**src/rtl/dimm_pkg.sv**
```systemverilog
// dimm_pkg: shared types and constants for the DDR5 closed-page command sequencer.
//   cmd_type_e  - DIMM command bus encoding
//   oper_e      - request operation codes (code 3 is illegal)
//   dimm_addr_t - decoded address fields
//   decode_addr - physical address to channel/bank-group/bank/row/column
package dimm_pkg;

  typedef enum logic [2:0] {
    NOP  = 3'd0,
    ACT0 = 3'd1,
    ACT1 = 3'd2,
    RD0  = 3'd3,
    RD1  = 3'd4,
    WR0  = 3'd5,
    WR1  = 3'd6,
    PRE  = 3'd7
  } cmd_type_e;

  typedef enum logic [1:0] {
    READ   = 2'd0,
    WRITE  = 2'd1,
    IFETCH = 2'd2
  } oper_e;

  localparam int CH_BIT  = 6;
  localparam int BG_LSB  = 7;
  localparam int BA_LSB  = 10;
  localparam int COL_LSB = 12;
  localparam int ROW_LSB = 18;

  typedef struct packed {
    logic [15:0] row;
    logic [5:0]  col;
    logic [1:0]  bank;
    logic [2:0]  bg;
    logic        ch;
  } dimm_addr_t;

  // Bits 35:34 and 5:0 carry no DIMM routing information.
  function automatic dimm_addr_t decode_addr(input logic [35:0] addr);
    dimm_addr_t d;
    logic       unused_bits;
    unused_bits = ^{addr[35:34], addr[5:0]};
    d.ch   = addr[CH_BIT];
    d.bg   = addr[BG_LSB +: 3];
    d.bank = addr[BA_LSB +: 2];
    d.col  = addr[COL_LSB +: 6];
    d.row  = addr[ROW_LSB +: 16];
    return d;
  endfunction

endpackage

```
**src/rtl/dimm_timer.sv**
```systemverilog
// dimm_timer: 8-bit loadable down-counter that stops at zero.
//   clk, rst_n  - clock, asynchronous active-low reset
//   load        - load load_value this cycle (takes priority over counting)
//   load_value  - value to load
//   value       - current count
//   expired     - count has reached zero
module dimm_timer (
  input  logic       clk,
  input  logic       rst_n,
  input  logic       load,
  input  logic [7:0] load_value,
  output logic [7:0] value,
  output logic       expired
);

  always_ff @(posedge clk or negedge rst_n) begin
    if (!rst_n) begin
      value <= 8'd0;
    end else if (load) begin
      value <= load_value;
    end else if (value != 8'd0) begin
      value <= value - 8'd1;
    end
  end

  assign expired = (value == 8'd0);

endmodule

```
**src/rtl/dimm_cmd_sequencer.sv**
```systemverilog
// dimm_cmd_sequencer: closed-page DDR5 command sequencer, one request at a time.
//   clk, rst_n           - clock, asynchronous active-low reset
//   req_valid/req_ready  - request handshake from the controller queue
//   req_oper, req_addr   - operation (0 rd, 1 wr, 2 ifetch, 3 illegal) and address
//   cmd_valid, cmd_type  - command bus strobe and encoding (cmd_type_e)
//   cmd_channel..cmd_col - decoded fields of the accepted request
//   done                 - pulse coincident with PRE
//   err_oper             - pulse the cycle after an illegal request is accepted
//
// state      | meaning
// S_IDLE     | ready for a request
// S_ACT0     | issue ACT0, start tRAS counter
// S_ACT1     | issue ACT1, start tRCD countdown
// S_WAIT_RCD | wait for tRCD
// S_CAS0     | issue RD0/WR0, start CAS latency + burst countdown
// S_CAS1     | issue RD1/WR1
// S_WAIT_PRE | wait until both latency and tRAS have expired
// S_PRE      | issue PRE, pulse done, start tRP countdown
// S_WAIT_RP  | wait for tRP (also the one-cycle recovery after an illegal request)
module dimm_cmd_sequencer
  import dimm_pkg::*;
#(
  parameter int T_RCD   = 39,
  parameter int T_RAS   = 76,
  parameter int T_CL    = 40,
  parameter int T_CWL   = 38,
  parameter int T_BURST = 8,
  parameter int T_RP    = 39
) (
  input  logic        clk,
  input  logic        rst_n,
  input  logic        req_valid,
  output logic        req_ready,
  input  logic [1:0]  req_oper,
  input  logic [35:0] req_addr,
  output logic        cmd_valid,
  output logic [2:0]  cmd_type,
  output logic        cmd_channel,
  output logic [2:0]  cmd_bg,
  output logic [1:0]  cmd_bank,
  output logic [15:0] cmd_row,
  output logic [5:0]  cmd_col,
  output logic        done,
  output logic        err_oper
);

  localparam int LAT_RD = T_CL + T_BURST;
  localparam int LAT_WR = T_CWL + T_BURST;

  if (T_RCD < 2 || T_RCD > 255 || T_RAS < 1 || T_RAS > 255 ||
      T_CL < 1 || T_CL > 255 || T_CWL < 1 || T_CWL > 255 ||
      T_BURST < 1 || T_BURST > 255 || T_RP < 1 || T_RP > 255 ||
      LAT_RD > 257 || LAT_WR > 257) begin : g_bad_param
    $error("dimm_cmd_sequencer: timing parameter out of range");
  end

  // A timer loaded at the end of cycle x reads L in cycle x+1 and expires in
  // x+1+L; a wait state seeing expiry moves on one cycle later. The load values
  // below are the phase lengths minus that fixed pipeline offset.
  localparam logic [7:0] RCD_LD = 8'((T_RCD >= 3) ? T_RCD - 3 : 0);
  localparam logic [7:0] RAS_LD = 8'((T_RAS >= 2) ? T_RAS - 2 : 0);
  localparam logic [7:0] RD_LD  = 8'(LAT_RD - 2);
  localparam logic [7:0] WR_LD  = 8'(LAT_WR - 2);
  localparam logic [7:0] RP_LD  = 8'((T_RP >= 2) ? T_RP - 2 : 0);
  localparam bit         RCD_WAIT = (T_RCD >= 3);
  localparam bit         RP_WAIT  = (T_RP >= 2);

  typedef enum logic [3:0] {
    S_IDLE, S_ACT0, S_ACT1, S_WAIT_RCD, S_CAS0, S_CAS1, S_WAIT_PRE, S_PRE, S_WAIT_RP
  } state_e;

  state_e     state, state_nxt;
  dimm_addr_t fld_q;
  logic       is_wr_q;
  logic       err_q;
  cmd_type_e  cmd_nxt;
  logic       hs, illegal;
  logic       ph_load, ras_load;
  logic [7:0] ph_load_value;
  logic [7:0] ph_value, ras_value;
  logic       ph_expired, ras_expired;
  logic       unused_values;

  assign hs      = req_valid && req_ready;
  assign illegal = (req_oper == 2'd3);

  dimm_timer u_phase (
    .clk        (clk),
    .rst_n      (rst_n),
    .load       (ph_load),
    .load_value (ph_load_value),
    .value      (ph_value),
    .expired    (ph_expired)
  );

  dimm_timer u_ras (
    .clk        (clk),
    .rst_n      (rst_n),
    .load       (ras_load),
    .load_value (RAS_LD),
    .value      (ras_value),
    .expired    (ras_expired)
  );

  assign unused_values = ^{ph_value, ras_value};

  always_ff @(posedge clk or negedge rst_n) begin
    if (!rst_n) begin
      state   <= S_IDLE;
      fld_q   <= '0;
      is_wr_q <= 1'b0;
      err_q   <= 1'b0;
    end else begin
      state <= state_nxt;
      err_q <= hs && illegal;
      if (hs) begin
        fld_q   <= decode_addr(req_addr);
        is_wr_q <= (req_oper == WRITE);
      end
    end
  end

  always_comb begin
    state_nxt     = state;
    cmd_nxt       = NOP;
    ph_load       = 1'b0;
    ph_load_value = 8'd0;
    ras_load      = 1'b0;
    case (state)
      S_IDLE: begin
        if (hs) begin
          if (illegal) begin
            // Zero-length recovery: WAIT_RP for exactly one cycle.
            ph_load   = 1'b1;
            state_nxt = S_WAIT_RP;
          end else begin
            state_nxt = S_ACT0;
          end
        end
      end
      S_ACT0: begin
        cmd_nxt   = ACT0;
        ras_load  = 1'b1;
        state_nxt = S_ACT1;
      end
      S_ACT1: begin
        cmd_nxt = ACT1;
        if (RCD_WAIT) begin
          ph_load       = 1'b1;
          ph_load_value = RCD_LD;
          state_nxt     = S_WAIT_RCD;
        end else begin
          state_nxt = S_CAS0;
        end
      end
      S_WAIT_RCD: begin
        if (ph_expired) state_nxt = S_CAS0;
      end
      S_CAS0: begin
        cmd_nxt       = is_wr_q ? WR0 : RD0;
        ph_load       = 1'b1;
        ph_load_value = is_wr_q ? WR_LD : RD_LD;
        state_nxt     = S_CAS1;
      end
      S_CAS1: begin
        cmd_nxt   = is_wr_q ? WR1 : RD1;
        // Minimal latency (2) lets PRE follow CAS1 directly.
        state_nxt = (ph_expired && ras_expired) ? S_PRE : S_WAIT_PRE;
      end
      S_WAIT_PRE: begin
        if (ph_expired && ras_expired) state_nxt = S_PRE;
      end
      S_PRE: begin
        cmd_nxt = PRE;
        if (RP_WAIT) begin
          ph_load       = 1'b1;
          ph_load_value = RP_LD;
          state_nxt     = S_WAIT_RP;
        end else begin
          state_nxt = S_IDLE;
        end
      end
      S_WAIT_RP: begin
        if (ph_expired) state_nxt = S_IDLE;
      end
      default: state_nxt = S_IDLE;
    endcase
  end

  assign req_ready   = (state == S_IDLE);
  assign cmd_valid   = (cmd_nxt != NOP);
  assign cmd_type    = cmd_nxt;
  assign done        = (state == S_PRE);
  assign err_oper    = err_q;
  assign cmd_channel = fld_q.ch;
  assign cmd_bg      = fld_q.bg;
  assign cmd_bank    = fld_q.bank;
  assign cmd_row     = fld_q.row;
  assign cmd_col     = fld_q.col;

endmodule

```
**config.mk**
```make
export PLATFORM = sky130hd
export DESIGN_NAME = dimm_cmd_sequencer
export DESIGN_NICKNAME = d
export VERILOG_FILES = /design/src/rtl/dimm_pkg.sv /design/src/rtl/dimm_timer.sv /design/src/rtl/dimm_cmd_sequencer.sv
export SDC_FILE = /design/constraint.sdc
export NUM_CORES = 1
export LEC_CHECK = 0
export CORE_MARGIN = 2
export CORE_UTILIZATION = 47
export DETAILED_ROUTE_END_ITERATION = 16
export HOLD_SLACK_MARGIN = 0.12
export PLACE_DENSITY = 0.79
export SYNTH_ARGS = -nofsm -noshare
export SYNTH_HDL_FRONTEND = slang
export SYNTH_HIERARCHICAL = 1
export SYNTH_SLANG_ARGS = --single-unit
```
**constraint.sdc**
```tcl
create_clock -name clk -period 3 [get_ports clk]
set_input_delay 0.3 -clock clk [delete_from_list [all_inputs] [get_ports clk]]
set_output_delay 0.3 -clock clk [all_outputs]
set_load 0.1 [all_outputs]
```
==> report_table.html <==
<table>
<tr><th>Metric</th><th>Value</th></tr>
<tr><th colspan="2">Logic synthesis</th></tr>
<tr><td>Proportion of synthesized chip area in sequential cells</td><td>0.483</td></tr>
<tr><td>Warnings from Yosys</td><td>6</td></tr>
<tr><td>Dominant register cell in the synthesized netlist</td><td>dfrtp_1</td></tr>
<tr><td>Syn Inst Count</td><td>232</td></tr>
<tr><td>Mean post-synth cell area</td><td>11.2 sq um</td></tr>
<tr><td>Synthesized area</td><td>2590 sq um</td></tr>
<tr><td>Number of distinct standard cells referenced by the synthesized netlist</td><td>43</td></tr>
<tr><td>Ys async rst share</td><td>1.00</td></tr>
<tr><td>Count of flip-flops with a built-in enable after synthesis</td><td>0</td></tr>
<tr><td>Flip-flop and latch count after synthesis</td><td>50</td></tr>
<tr><th colspan="2">STA</th></tr>
<tr><td>Post-route clock period utilization</td><td>0.794</td></tr>
<tr><td>RSZ-0062 raised after global routing</td><td>false</td></tr>
<tr><td>Setup Viol. Count Final</td><td>0</td></tr>
<tr><td>Final critical path time including I/O delays and setup</td><td>approximately 2.4 ns</td></tr>
<tr><td>Final Hold Fails</td><td>0</td></tr>
<tr><td>Worst Tran Pin Value</td><td>1.06 ns</td></tr>
<tr><td>Highest clock rate</td><td>420 MHz</td></tr>
<tr><td>Sum of negative setup slack</td><td>0 ns</td></tr>
<tr><td>Worst Setup Slack, final</td><td>0.618 ns</td></tr>
<tr><td>Max Slew Vio Count</td><td>0</td></tr>
<tr><td>Worst-case clock skew</td><td>approximately 0.0054 ns</td></tr>
<tr><td>Slew Limit Headroom</td><td>0.293</td></tr>
<tr><th colspan="2">Placed design</th></tr>
<tr><td>Worst setup slack after placement</td><td>0.648 ns</td></tr>
<tr><td>Port Buffer Count</td><td>67</td></tr>
<tr><td>Gp weighted congestion</td><td>0.860</td></tr>
<tr><td>Placed Instances</td><td>372</td></tr>
<tr><td>Post-detailed-placement half-perimeter wirelength</td><td>3630 um</td></tr>
<tr><th colspan="2">Die</th></tr>
<tr><td>Die outline height</td><td>78.3 um</td></tr>
<tr><td>Die width</td><td>78.3 um</td></tr>
<tr><td>Std-Cell Core Area</td><td>5410 sq um</td></tr>
<tr><td>Top-level I/O count</td><td>76</td></tr>
<tr><td>Count of standard-cell rows</td><td>27</td></tr>
<tr><td>Starting density of the core</td><td>0.479</td></tr>
<tr><td>Area of the die</td><td>6120 sq um</td></tr>
<tr><th colspan="2">Clocking</th></tr>
<tr><td>Clock-pin slew on the worst setup and hold paths</td><td>approximately 0.090 ns</td></tr>
<tr><td>TritonCTS clock tree</td><td>yes</td></tr>
<tr><td>Number of resized instances in the post-cts repair step</td><td>0</td></tr>
<tr><td>Postcts setup bufs</td><td>0</td></tr>
<tr><td>Clock root buffer</td><td>clkbuf_8</td></tr>
<tr><td>Hold-fix buffers, CTS</td><td>0</td></tr>
<tr><td>Total clock buffers created by CTS</td><td>5</td></tr>
<tr><td>Number of buffers between clock root and the deepest sink</td><td>2</td></tr>
<tr><td>Clock network latency to the later pin of the worst-skew pair</td><td>slightly below 0.3 ns</td></tr>
<tr><td>H-tree depth</td><td>2</td></tr>
<tr><td># clock sinks</td><td>50</td></tr>
<tr><th colspan="2">Global route</th></tr>
<tr><td>Grt ovf</td><td>0</td></tr>
<tr><td>Global-route wire length before repair</td><td>8470 um</td></tr>
<tr><td>Number of antenna violations at the first check in global routing</td><td>0</td></tr>
<tr><td>GRT Total Usage</td><td>0.175</td></tr>
<tr><td>Number of global-route vias before repair</td><td>1,899</td></tr>
<tr><td>Largest net degree at the start of global routing</td><td>51</td></tr>
<tr><th colspan="2">Cells and area</th></tr>
<tr><td>Core utilization of the finished layout</td><td>0.625</td></tr>
<tr><td>Number of inserted filler cells in the final layout</td><td>around 450</td></tr>
<tr><td>Finished Layout Cells</td><td>380</td></tr>
<tr><td>Area overhead of the layout relative to synthesis</td><td>30.3%</td></tr>
<tr><td>Diodes inserted</td><td>0</td></tr>
<tr><td>Nets</td><td>350</td></tr>
<tr><td>Layout cells sized above 1</td><td>0.188</td></tr>
<tr><th colspan="2">Worst hold path</th></tr>
<tr><td>Hold crit path type</td><td>in2async</td></tr>
<tr><th colspan="2">Routing</th></tr>
<tr><td>Detailed-route wire length per cell</td><td>13.5 um</td></tr>
<tr><td>Detailed Route WL</td><td>5130 um</td></tr>
<tr><td>Top layer in use</td><td>met4</td></tr>
<tr><td>Wire length on met1</td><td>2430 um</td></tr>
<tr><td>Antenna viol nets, final</td><td>0</td></tr>
<tr><td>Via density</td><td>5.36</td></tr>
<tr><td>Total length of routed met3 wires</td><td>411 um</td></tr>
<tr><td>Total number of vias</td><td>slightly above 2,000</td></tr>
<tr><td>Drt pass-1 iters</td><td>4</td></tr>
<tr><td>Met2 Wirelength</td><td>2240 um</td></tr>
<tr><td>1st-iter DRT viols</td><td>60</td></tr>
<tr><td># DRC</td><td>0</td></tr>
<tr><th colspan="2">Run status</th></tr>
<tr><td>Result of the run</td><td>finished clean</td></tr>
<tr><th colspan="2">Worst setup path</th></tr>
<tr><td>Data arrival, critical path</td><td>2.56 ns</td></tr>
<tr><td>Crit start category</td><td>flip-flop</td></tr>
<tr><td>Reg-to-reg setup timing slack</td><td>0.62 ns</td></tr>
<tr><td>Highest net fanout along the worst path</td><td>7</td></tr>
<tr><td>Data required time of the worst path</td><td>3.18 ns</td></tr>
<tr><td>Number of cells on the worst reg-to-reg path</td><td>9</td></tr>
<tr><td>Category of the critical setup timing path</td><td>reg2reg</td></tr>
<tr><td>Critical Path Sink Type</td><td>flip-flop</td></tr>
<tr><th colspan="2">Flow run</th></tr>
<tr><td>Max-Cap Viols</td><td>0</td></tr>
</table>
[state kept, by name, summed over array words and instances (netlist names)]
signal	count
u_ras/value	8
cmd_bg	3
u_phase/value	8
is_wr_q	1
cmd_col	6
cmd_channel	1
state	4
cmd_bank	2
cmd_row	16
err_oper	1
[kinds of logic after synthesis]
logic type | count (synthesis) | share of synthesized area
multiplexers | 30 | 0.170
AND/OR/NAND/NOR | 78 | 0.155
AO/OA/AOI/OAI | 48 | 0.124
buffers and inverters | 19 | 0.0444
XOR/XNOR | 3 | 0.0101
flip-flops | 50 | 0.483
adder cells (fa/ha/maj) | 2 | 0.00966
other | 2 | 0.00290
[cells in the mapped netlist (3+ instances only)]
cell type  instances  area (sq um)
nor2_1            19          71.3
nor4_1             4          25.0
o31ai_1            6          45.0
mux2_4            28           420
xnor2_1            3          26.3
or4_1              5          37.5
inv_1              7          26.3
dfrtp_1           50          1250
a21oi_1           13          65.1
nor3b_1            3          22.5
o41ai_1            3          26.3
buf_6              4          45.0
a31oi_1            3          18.8
nand3_1            5          25.0
nand2b_1           3          18.8
a21boi_0           3          22.5
nand2_1           18          67.6
or3_1              3          18.8
o21ai_0            7          35.0
nor3_1             9          45.0
[worst paths after layout]
path | startpoint | end
max in group asynchronous | rst_n | cmd_row[14]$_DFFE_PN0N_
hold reg to reg | cmd_row[5]$_DFFE_PN0N_ | cmd_row[5]$_DFFE_PN0N_
min in group clk | cmd_row[5]$_DFFE_PN0N_ | cmd_row[5]$_DFFE_PN0N_
setup reg to reg | u_phase/value[0]$_DFFE_PN0P_ | state[3]$_DFFE_PN0P_
hold / removal | rst_n | cmd_row[6]$_DFFE_PN0N_
setup / recovery | u_phase/value[0]$_DFFE_PN0P_ | state[3]$_DFFE_PN0P_
[final cells by class]
type / instances / area, sq um / area share
inverters: 8 / 30.0 / 0.00889
multi-input cells: 172 / 1260 / 0.373
clock inverters: 1 / 5.00 / 0.00148
clock buffers: 7 / 86.3 / 0.0256
well taps: 72 / 90.1 / 0.0267
flip-flops and latches: 50 / 1250 / 0.371
repair buffers: 70 / 656 / 0.194
[metal layers]
layer | up-vias | GRT usage
met4 | 0 | 0.0702
met5 | - | 0
met2 | 100 | 0.269
met1 | 945 | 0.237
li1 | 986 | -
met3 | 4 | 0.0471
[worst max-delay path, cell delays in order (launching register included)]
cell and delay, ns:
dfrtp_1 0.42, inv_1 0.09, ha_1 0.22, or3b_1 0.47
nor2_1 0.14, buf_4 0.15, and2_1 0.16, o32ai_1 0.11
a21oi_1 0.16, mux2_2 0.35
[metrics by stage]
step / hold WS (ns) / cell area [sq um]
floorplan: 0.00441 / 2630
global placement: 0.488 / 3290
detailed placement: 0.491 / 3290
CTS: 0.235 / 3380
global route: 0.268 / 3380
finish: 0.199 / 3380
[cells in the final DEF (no fill, tap or decap), types with 3 or more instances in the layout]
| cell type | count |
|---|---|
| buf_4 | 16 |
| nand2b_1 | 3 |
| clkbuf_8 | 6 |
| inv_1 | 7 |
| o31ai_1 | 6 |
| xnor2_1 | 3 |
| clkdlybuf4s50_1 | 53 |
| conb_1 | 11 |
| mux2_4 | 28 |
| or4_1 | 5 |
| nand3_1 | 5 |
| or3_1 | 3 |
| dfrtp_1 | 50 |
| nor3b_1 | 3 |
| o21ai_0 | 7 |
| nor2_1 | 19 |
| nor4_1 | 4 |
| a21oi_1 | 13 |
| a31oi_1 | 3 |
| nand2_1 | 18 |
| a21boi_0 | 3 |
| o41ai_1 | 3 |
| nor3_1 | 9 |
Power is left out: the tool's default activity adds up to more than one toggle a clock period on the data nets, which glitch-free logic cannot reach.
